==> config.mk <==
export PLATFORM = sky130hd
export DESIGN_NAME = ext_obi_prog_demux
export DESIGN_NICKNAME = d
export VERILOG_FILES = /design/src/rtl/ext_obi_prog_demux.sv
export SDC_FILE = /design/constraint.sdc
export NUM_CORES = 1
export LEC_CHECK = 0
export ABC_AREA = 1
export CORE_AREA = 2 2 213 215
export CTS_CLUSTER_DIAMETER = 200
export DETAILED_ROUTE_END_ITERATION = 8
export DIE_AREA = 0 0 215 217
export GPL_TIMING_DRIVEN = 0
export PLACE_DENSITY = 0.6
export SLEW_MARGIN = 25
export SYNTH_ARGS = -nofsm -noshare
export SYNTH_HDL_FRONTEND = slang
export SYNTH_SLANG_ARGS = --single-unit
==> constraint.sdc <==
create_clock -name clk_i -period 10.55 [get_ports clk_i]
set_input_delay 1.5825 -clock clk_i [delete_from_list [all_inputs] [get_ports clk_i]]
set_output_delay 1.5825 -clock clk_i [all_outputs]
set_load 0.02 [all_outputs]
==> src/rtl/ext_obi_prog_demux.sv <==
// OBI 1-to-NSLAVE demultiplexer with runtime-programmable address rules and an internal error responder.
// Define EXT_OBI_DEMUX_ERR_CNT_EN to add a saturating decode-error counter in the global register.
module ext_obi_prog_demux #(
  parameter int unsigned NSLAVE          = 3,
  parameter int unsigned ADDR_WIDTH      = 32,
  parameter int unsigned DATA_WIDTH      = 32,
  parameter int unsigned MAX_OUTSTANDING = 2,
  parameter logic [NSLAVE*(2*ADDR_WIDTH+1)-1:0] RST_RULES = '0
) (
  input  logic                           clk_i,
  input  logic                           rst_ni,
  input  logic                           m_req_i,
  input  logic                           m_we_i,
  input  logic [DATA_WIDTH/8-1:0]        m_be_i,
  input  logic [ADDR_WIDTH-1:0]          m_addr_i,
  input  logic [DATA_WIDTH-1:0]          m_wdata_i,
  output logic                           m_gnt_o,
  output logic                           m_rvalid_o,
  output logic [DATA_WIDTH-1:0]          m_rdata_o,
  output logic                           m_err_o,
  output logic [NSLAVE-1:0]              s_req_o,
  output logic                           s_we_o,
  output logic [DATA_WIDTH/8-1:0]        s_be_o,
  output logic [ADDR_WIDTH-1:0]          s_addr_o,
  output logic [DATA_WIDTH-1:0]          s_wdata_o,
  input  logic [NSLAVE-1:0]              s_gnt_i,
  input  logic [NSLAVE-1:0]              s_rvalid_i,
  input  logic [NSLAVE*DATA_WIDTH-1:0]   s_rdata_i,
  input  logic                           cfg_req_i,
  input  logic                           cfg_we_i,
  input  logic [((NSLAVE > 1) ? $clog2(NSLAVE) : 1)-1:0] cfg_idx_i,
  input  logic [1:0]                     cfg_field_i,
  input  logic [31:0]                    cfg_wdata_i,
  output logic [31:0]                    cfg_rdata_o
);

  localparam int unsigned IW = (NSLAVE > 1) ? $clog2(NSLAVE) : 1;
  localparam int unsigned TW = $clog2(NSLAVE + 2);
  localparam int unsigned CW = $clog2(MAX_OUTSTANDING + 1);
  localparam int unsigned RW = 2 * ADDR_WIDTH + 1;
  localparam logic [TW-1:0] TGT_ERR  = TW'(NSLAVE);
  localparam logic [TW-1:0] TGT_NONE = TW'(NSLAVE + 1);

  logic [ADDR_WIDTH-1:0] rule_start [NSLAVE];
  logic [ADDR_WIDTH-1:0] rule_end   [NSLAVE];
  logic [NSLAVE-1:0]     rule_en;
  logic                  lock;
  logic [CW-1:0]         count;
  logic [TW-1:0]         cur;
  logic                  err_pend;
  logic [15:0]           err_cnt;
  logic [31:0]           cfg_rdata_q;

  logic [TW-1:0]         dec;
  logic                  cnt_zero, permitted, slv_gnt, accept, rsp_valid, rsp, glob_wr;
  logic [DATA_WIDTH-1:0] rdata_mux;
  logic [31:0]           rd_word;

  function automatic logic [ADDR_WIDTH-1:0] to_addr(input logic [31:0] d);
    logic [ADDR_WIDTH+31:0] w;
    w = {{ADDR_WIDTH{1'b0}}, d};
    return w[ADDR_WIDTH-1:0];
  endfunction

  function automatic logic [31:0] to_word(input logic [ADDR_WIDTH-1:0] a);
    logic [ADDR_WIDTH+31:0] w;
    w = {32'b0, a};
    return w[31:0];
  endfunction

  // Scan from the top so the lowest matching index wins.
  always_comb begin
    dec = TGT_ERR;
    for (int k = int'(NSLAVE) - 1; k >= 0; k--) begin
      if (rule_en[k] && (m_addr_i >= rule_start[k]) && (m_addr_i < rule_end[k])) dec = TW'(k);
    end
  end

  assign cnt_zero  = (count == '0);
  assign permitted = rst_ni && (cnt_zero || ((dec == cur) && (count < CW'(MAX_OUTSTANDING))));

  always_comb begin
    s_req_o = '0;
    slv_gnt = 1'b1;
    for (int k = 0; k < int'(NSLAVE); k++) begin
      if (dec == TW'(k)) begin
        s_req_o[k] = m_req_i & permitted;
        slv_gnt    = s_gnt_i[k];
      end
    end
  end

  assign m_gnt_o   = permitted & slv_gnt;
  assign accept    = m_req_i & m_gnt_o;
  assign s_we_o    = m_we_i;
  assign s_be_o    = m_be_i;
  assign s_addr_o  = m_addr_i;
  assign s_wdata_o = m_wdata_i;

  always_comb begin
    rsp_valid = (cur == TGT_ERR) ? err_pend : 1'b0;
    rdata_mux = '0;
    for (int k = 0; k < int'(NSLAVE); k++) begin
      if (cur == TW'(k)) begin
        rsp_valid = s_rvalid_i[k];
        rdata_mux = s_rdata_i[k*DATA_WIDTH +: DATA_WIDTH];
      end
    end
  end

  // Responses are only forwarded while something is outstanding to the current target.
  assign rsp        = rst_ni && !cnt_zero && rsp_valid;
  assign m_rvalid_o = rsp;
  assign m_err_o    = rsp && (cur == TGT_ERR);
  assign m_rdata_o  = rsp ? rdata_mux : '0;

  always_ff @(posedge clk_i) begin
    if (!rst_ni) begin
      count    <= '0;
      cur      <= TGT_NONE;
      err_pend <= 1'b0;
    end else begin
      err_pend <= accept && (dec == TGT_ERR);
      if (accept && !rsp)      count <= count + CW'(1);
      else if (!accept && rsp) count <= count - CW'(1);
      if (accept) cur <= dec;
    end
  end

  assign glob_wr = cfg_req_i && cfg_we_i && (cfg_field_i == 2'd3);

  always_ff @(posedge clk_i) begin
    if (!rst_ni) begin
      lock <= 1'b0;
      for (int k = 0; k < int'(NSLAVE); k++) begin
        rule_start[k] <= RST_RULES[k*RW+1+ADDR_WIDTH +: ADDR_WIDTH];
        rule_end[k]   <= RST_RULES[k*RW+1 +: ADDR_WIDTH];
        rule_en[k]    <= RST_RULES[k*RW];
      end
    end else begin
      if (glob_wr && cfg_wdata_i[0]) lock <= 1'b1;
      if (cfg_req_i && cfg_we_i && !lock && (cfg_field_i != 2'd3)) begin
        for (int k = 0; k < int'(NSLAVE); k++) begin
          if (cfg_idx_i == IW'(k)) begin
            case (cfg_field_i)
              2'd0:    rule_start[k] <= to_addr(cfg_wdata_i);
              2'd1:    rule_end[k]   <= to_addr(cfg_wdata_i);
              default: rule_en[k]    <= cfg_wdata_i[0];
            endcase
          end
        end
      end
    end
  end

`ifdef EXT_OBI_DEMUX_ERR_CNT_EN
  // Clearing is allowed even when locked so software can always acknowledge errors.
  always_ff @(posedge clk_i) begin
    if (!rst_ni)                                                  err_cnt <= '0;
    else if (glob_wr && cfg_wdata_i[1])                           err_cnt <= '0;
    else if (accept && (dec == TGT_ERR) && (err_cnt != 16'hFFFF)) err_cnt <= err_cnt + 16'd1;
  end
`else
  assign err_cnt = '0;
`endif

  always_comb begin
    rd_word = '0;
    if (cfg_field_i == 2'd3) begin
      rd_word = {err_cnt, 15'b0, lock};
    end else begin
      for (int k = 0; k < int'(NSLAVE); k++) begin
        if (cfg_idx_i == IW'(k)) begin
          case (cfg_field_i)
            2'd0:    rd_word = to_word(rule_start[k]);
            2'd1:    rd_word = to_word(rule_end[k]);
            default: rd_word = {31'b0, rule_en[k]};
          endcase
        end
      end
    end
  end

  always_ff @(posedge clk_i) begin
    if (!rst_ni)                     cfg_rdata_q <= '0;
    else if (cfg_req_i && !cfg_we_i) cfg_rdata_q <= rd_word;
  end

  assign cfg_rdata_o = cfg_rdata_q;

endmodule

=== After elaboration in Yosys (flattened, before gate mapping) ===
Memories as Yosys holds them, arrays and structs flattened.
Index checks and enable logic that the tools add are counted.

* Add/subtract/negate cells: 2
* Multiply operators: 0
* Divide/modulo/power cells: 0
* Order comparisons: 7
* Equal/unequal tests: 12
* Shift-type cells: 0
* Multiplexer cells: 59
* Bitwise logic cells: 10
* Reductions and logical operators: 36

{| class="wikitable"
|+ Operators by type and width
! kind !! count
|-
| $mux W32 || 14
|-
| $pmux W32 S2 || 3
|-
| $ge A32 B32 Y1 || 3
|-
| $lt A32 B32 Y1 || 3
|-
| $mux W1 || 38
|-
| $logic_and A1 B1 Y1 || 20
|-
| $eq A3 B2 Y1 const B || 4
|-
| $reduce_and A3 Y1 || 3
|-
| $eq A3 B1 Y1 const B || 2
|-
| $logic_not A2 Y1 || 3
|-
| $logic_not A3 Y1 || 2
|-
| $mux W3 || 2
|-
| $or A1 B1 Y1 || 6
|-
| $logic_not A1 Y1 || 5
|-
| $eq A2 B1 Y1 const B || 2
|-
| $eq A2 B2 Y1 const B || 2
|-
| $mux W2 || 2
|-
| $and A1 B1 Y1 || 3
|-
| $eq A3 B3 Y1 || 1
|-
| $add A2 B1 Y2 const B || 1
|-
| $lt A2 B2 Y1 const B || 1
|-
| $ne A2 B2 Y1 const B || 1
|-
| $reduce_bool A2 Y1 || 1
|-
| $reduce_or A2 Y1 || 1
|-
| 3 further kinds || 3
|}

* Flip-flop bits (word level): 42
* Bits in latches: 0
* RAM bits: 192
* Bits in read-only memories: 0
* Bits of input ports: 212
* Output and inout bits: 139
* Word-level logic and storage cells: 136
* Memories: 2

{| class="wikitable"
|+ Memories
! name !! words !! bits a word !! rd ports !! clocked after Yosys merged registers in !! wr ports !! RTL line !! source
|-
| rule_end || 3 || 32 || 3 || 0 || 3 || 45 || <nowiki>logic [ADDR_WIDTH-1:0] rule_end [NSLAVE];</nowiki>
|-
| rule_start || 3 || 32 || 3 || 0 || 3 || 44 || <nowiki>logic [ADDR_WIDTH-1:0] rule_start [NSLAVE];</nowiki>
|}

=== Depth between registers and ports, before layout ===
An unclocked memory read counts as a cell.

* Depth in word-level cells: 17
* Mapped depth: 26
* Gate-level depth less buffers: 26

=== Worst setup path before layout ===
OpenSTA, ideal clock, no wires.

* Path type: input-to-reg
* Start point: input port cfg_field_i[1]
* End point: memory rule_end[0][0] (enable)
* Library setup time: 0.466 ns
* Arrival: 4.823 ns
* Data required time: 10.084 ns
* Slack: 5.261 ns
* Stages: 7
* Path buffers: 2
* Path through: buf_2 > nor2_1 > inv_2 > clkbuf_1 > nor2_1 > inv_1 > o21ai_0

{| class="wikitable"
|+ RTL lines
! item !! RTL line !! source
|-
| from (decl) || 32 || <nowiki>input logic [1:0] cfg_field_i,</nowiki>
|-
| to (decl) || 45 ||
|}

=== Final worst setup path ===
* Start point: input port m_addr_i[2]
* End point: output port s_req_o[1]

* Word-level cells in the longest chain between the ends: 12
* Elaborated cells on any way between the ends: 22
* Classes of those cells: order compare: 6; eq/ne: 2; mux: 4; bitwise: 1; reduce/logical: 9

{| class="wikitable"
|+ RTL lines
! item !! RTL line !! source
|-
| from (decl) || 15 || <nowiki>input logic [ADDR_WIDTH-1:0] m_addr_i,</nowiki>
|-
| $ge A32 B32 Y1 || 75 || <nowiki>if (rule_en[k] && (m_addr_i >= rule_start[k]) && (m_addr_i < rule_end[k])) dec = TW'(k);</nowiki>
|-
| $logic_and A1 B1 Y1 (2 in a row) || 75 ||
|-
| $mux W1 || 75 ||
|-
| $mux W3 || 75 ||
|-
| $mux W3 (*) || 75 ||
|-
| $eq A3 B3 Y1 || 80 || <nowiki>assign permitted = rst_ni && (cnt_zero || ((dec == cur) && (count < CW'(MAX_OUTSTANDING))));</nowiki>
|-
| $logic_and A1 B1 Y1 || 80 ||
|-
| $logic_or A1 B1 Y1 || 80 ||
|-
| $logic_and A1 B1 Y1 || 80 ||
|-
| $and A1 B1 Y1 || 87 || <nowiki>s_req_o[k] = m_req_i & permitted;</nowiki>
|-
| $mux W1 (*) || 86 || <nowiki>if (dec == TW'(k)) begin</nowiki>
|-
| to (decl) || 21 || <nowiki>output logic [NSLAVE-1:0] s_req_o,</nowiki>
|}

Every way passes the cells marked *; elsewhere a longest branch is shown, timed or not.

==> summary.md <==
| Metric | Value |
|---|---|
| TritonRoute pass-1 iters | 6 |
| Post-route cell area | slightly above 20000 um2 |
| CTS tree | built |
| Share of cells above drive strength 1 | about 7.2% |
| GR Layer Usage met3 | ~5.0% |
| Effective utilization at floorplan | 34.3% |
| Commonest cells post-synth | inv_1 (276), nand2_1 (270), edfxtp_1 (192) |
| Slew HR | 33.3% |
| CP Capture Type | primary output |
| Cell Area, Synth | about 15000 um2 |
| Final WL | between 60000 and 70000 um |
| Worst slew pin tran | around 1.0 ns |
| Clock Sinks | around 230 |
| Clock Path Buffers | 3 |
| Post-synthesis cell type count | just over 40 |
| Largest net degree at the start of global routing | 16 |
| Worst Path Arrival | 5.35 ns |
| CTS Root Cell | clkbuf_16 |
| Die height | around 220 um |
| Ys flop type | edfxtp_1 |
| Resized Gates After CTS | 0 |
| Fmax | 144 MHz |
| Req. time, crit path | roughly 9 ns |
| WS Path Type | in2out |
| Hold Slack | roughly 0.46 ns |
| Post-CTS setup buffers | 0 |
| Final Power | roughly 2.6 mW |
| Post-Syn Instances | ~1.8k |
| Placement Setup Slack | ~3.5 ns |
| Setup slack, reg-to-reg | 7.05 ns |
| Pwr/cell area | around 130 nW/um2 |
| First-pass GRT wire length | 89900 um |
| Area grow syn2layout | 33.9% |
| Placement Rows | just under 80 |
| Area leader, netlist | edfxtp_1 |
| Core Area | roughly 45000 um2 |
| Ys async rst share | 0% |
| Initial antenna violation count | 7 |
| Crit path max fanout | 7 |
| Yosys reg bits | 234 |
| Min Tclk post-route | between 6 and 7 ns |
| Overall via count from detail_route | approximately 15k |
| GRT Total Usage | roughly a quarter |
| Post-Layout Cell Count | between 2k and 3k |
| I/O pins | about 350 |
| Pins Over Slew Limit | 0 |
| # hold bufs at CTS | 0 |
| Num CTS Buffers | 27 |
| Largest cells by area after synthesis | edfxtp_1 (38%), ha_1 (15%), inv_1 (6.7%) |
| I/O Buffers | a little over 300 |
| DR DRC count | 0 |
| RSZ-0062 raised after global routing | false |
| Post-synth EDFFs | roughly 190 |
| Worst vdd ir | ~0.00010 V |
| Max-Cap Viols | 0 |
| Tcrit/Tclk final | between 60% and 70% |
| Ys Warns | 0 |
| Most common cell in the synthesized netlist | inv_1 |
| Routability cong. | roughly 1.1 |
| Core Util, Final | 46.0% |
| Avg Vias per Cell | between 5 and 6 |
| Setup tns final | 0 ns |
| Die W | ~220 um |
| Clock-pin slew on the worst setup and hold paths | ~0.060 ns |
| # nets final | approximately 2.5k |
| Die area | 46700 um2 |
| Cells after DPL | around 2.7k |
| Antenna Nets Post-Route | 0 |
| Vias in the first global route | roughly 14k |
| Hold/Removal Path Class | reg2reg |
| DR WL/cell | ~23 um |
| H-Tree Level Count | 1 |
| Register area share after synthesis | about 43% |
| Outcome | finished clean |
| 1st-iter DRT viols | about 1.4k |
| Final hold vios | 0 |
| Final WS setup | between 3 and 4 ns |
| Met1 usage | between 20% and 30% |
| Final setup viols | 0 |
| Synth top area share | a little under two fifths |
| Syn_area_per_cell | between 8 and 9 um2 |
| Grt ovf | 0 |
| Lkg Pwr | between 8 and 9 nW |
| Met2 GRT Util | a little under half |
| Placed Area | around 20000 um2 |
| Syn_nets | ~2.2k |
| Hpwl dp | between 50000 and 60000 um |
| Busiest grt layer | met2 |
| Worst skew pair latency | between 0.5 and 0.6 ns |
| Worst Setup Start Kind | primary input |
| Setup Skew | between 0.015 and 0.02 ns |
-- cells by family (layout without fill, tap and decap cells) --
family                   Yosys count  after routing  share of synthesized area (%)
other                              0              4                              0
flip-flops                       234            234                           43.0
adder cells (fa/ha/maj)          190            190                           15.5
buffers and inverters            417            790                           12.0
AO/OA/AOI/OAI                    356            356                           13.7
AND/OR/NAND/NOR                  574            574                           15.9
-- final cells by class --
type                       instances  area (um2)
antenna                            4        10.0
buffer                           134         773
clock buffer                      30         687
clock inverter                    20         255
fill                            4376       24100
inverter                         283        1060
multi-input combinational       1120        6980
sequential                       234        6610
tap                              600         751
timing repair buffer             323        3430
-- flip-flops by register name, summed over array words and instances (netlist names) --
signal and count:
rule_end 96, err_pend 1, cfg_rdata_o 32, count 2
rule_en 3, lock 1, rule_start 96, cur 3
-- layer usage --
metal / share of wire, % / up-vias
met4: 5.5 / 2
met2: 49 / 800
met1: 37 / 6774
met3: 8.7 / 160
li1: - / 6765
met5: 0.011 / -
-- worst paths after layout --
check	start	endpoint	depth (start not counted)
setup / recovery	m_addr_i[2]	s_req_o[1]	22
hold / removal	cfg_rdata_o[0]$_SDFFE_PN0P_	cfg_rdata_o[0]$_SDFFE_PN0P_	2
setup reg to reg	rule_end[0][69]$_DFFE_PP_	count[1]$_SDFFE_PN0P_	24
hold reg to reg	cfg_rdata_o[0]$_SDFFE_PN0P_	cfg_rdata_o[0]$_SDFFE_PN0P_	2
-- where the power goes --
part	switching (mW)	internal (mW)
Clock	0.397	0.597
Sequential	0.0197	1.05
Combinational	0.335	0.230
Total	0.751	1.87
-- placed cells by master, fill, tap and decap left out, types with 4 or more instances in the layout --
master	netlist	routed
o21a_1	5	5
bufinv_16	0	5
clkinv_1	4	7
o2111ai_1	4	4
o211ai_1	5	5
o21ai_4	0	6
nand2_1	270	270
diode_2	0	4
buf_4	70	70
clkbuf_1	56	59
nand3_1	99	99
nor2_1	159	159
o22ai_1	76	76
clkdlybuf4s50_1	0	311
nand4_1	12	12
inv_1	276	276
dfxtp_1	42	42
nor3_1	11	11
o21ai_0	63	57
edfxtp_1	192	192
clkinv_2	0	5
a21oi_1	129	129
a221o_1	4	4
a221oi_1	18	18
buf_16	0	11
ha_1	190	190
clkbuf_16	0	27
a31oi_1	34	34
buf_2	6	6
o221ai_1	7	7
nand2_2	5	5
-- worst max-delay path: stages --
cell and delay [ns]:
clkdlybuf4s50_1 0.80, ha_1 0.33, nand2_1 0.07, inv_1 0.03, nand2_1 0.05, nand2_1 0.09, nand2_1 0.07, nand2_1 0.10
nand2_1 0.08, nand2_1 0.12, nand2_1 0.09, nand2_1 0.05, nor2_2 0.30, nand2_1 0.15, nand2_2 0.10, nand2_1 0.06
nand2_1 0.07, nand3_2 0.08, a21oi_1 0.13, nand2_1 0.13, nor2_1 0.21, clkdlybuf4s50_1 0.65
(Power assumes the default switching activity.)
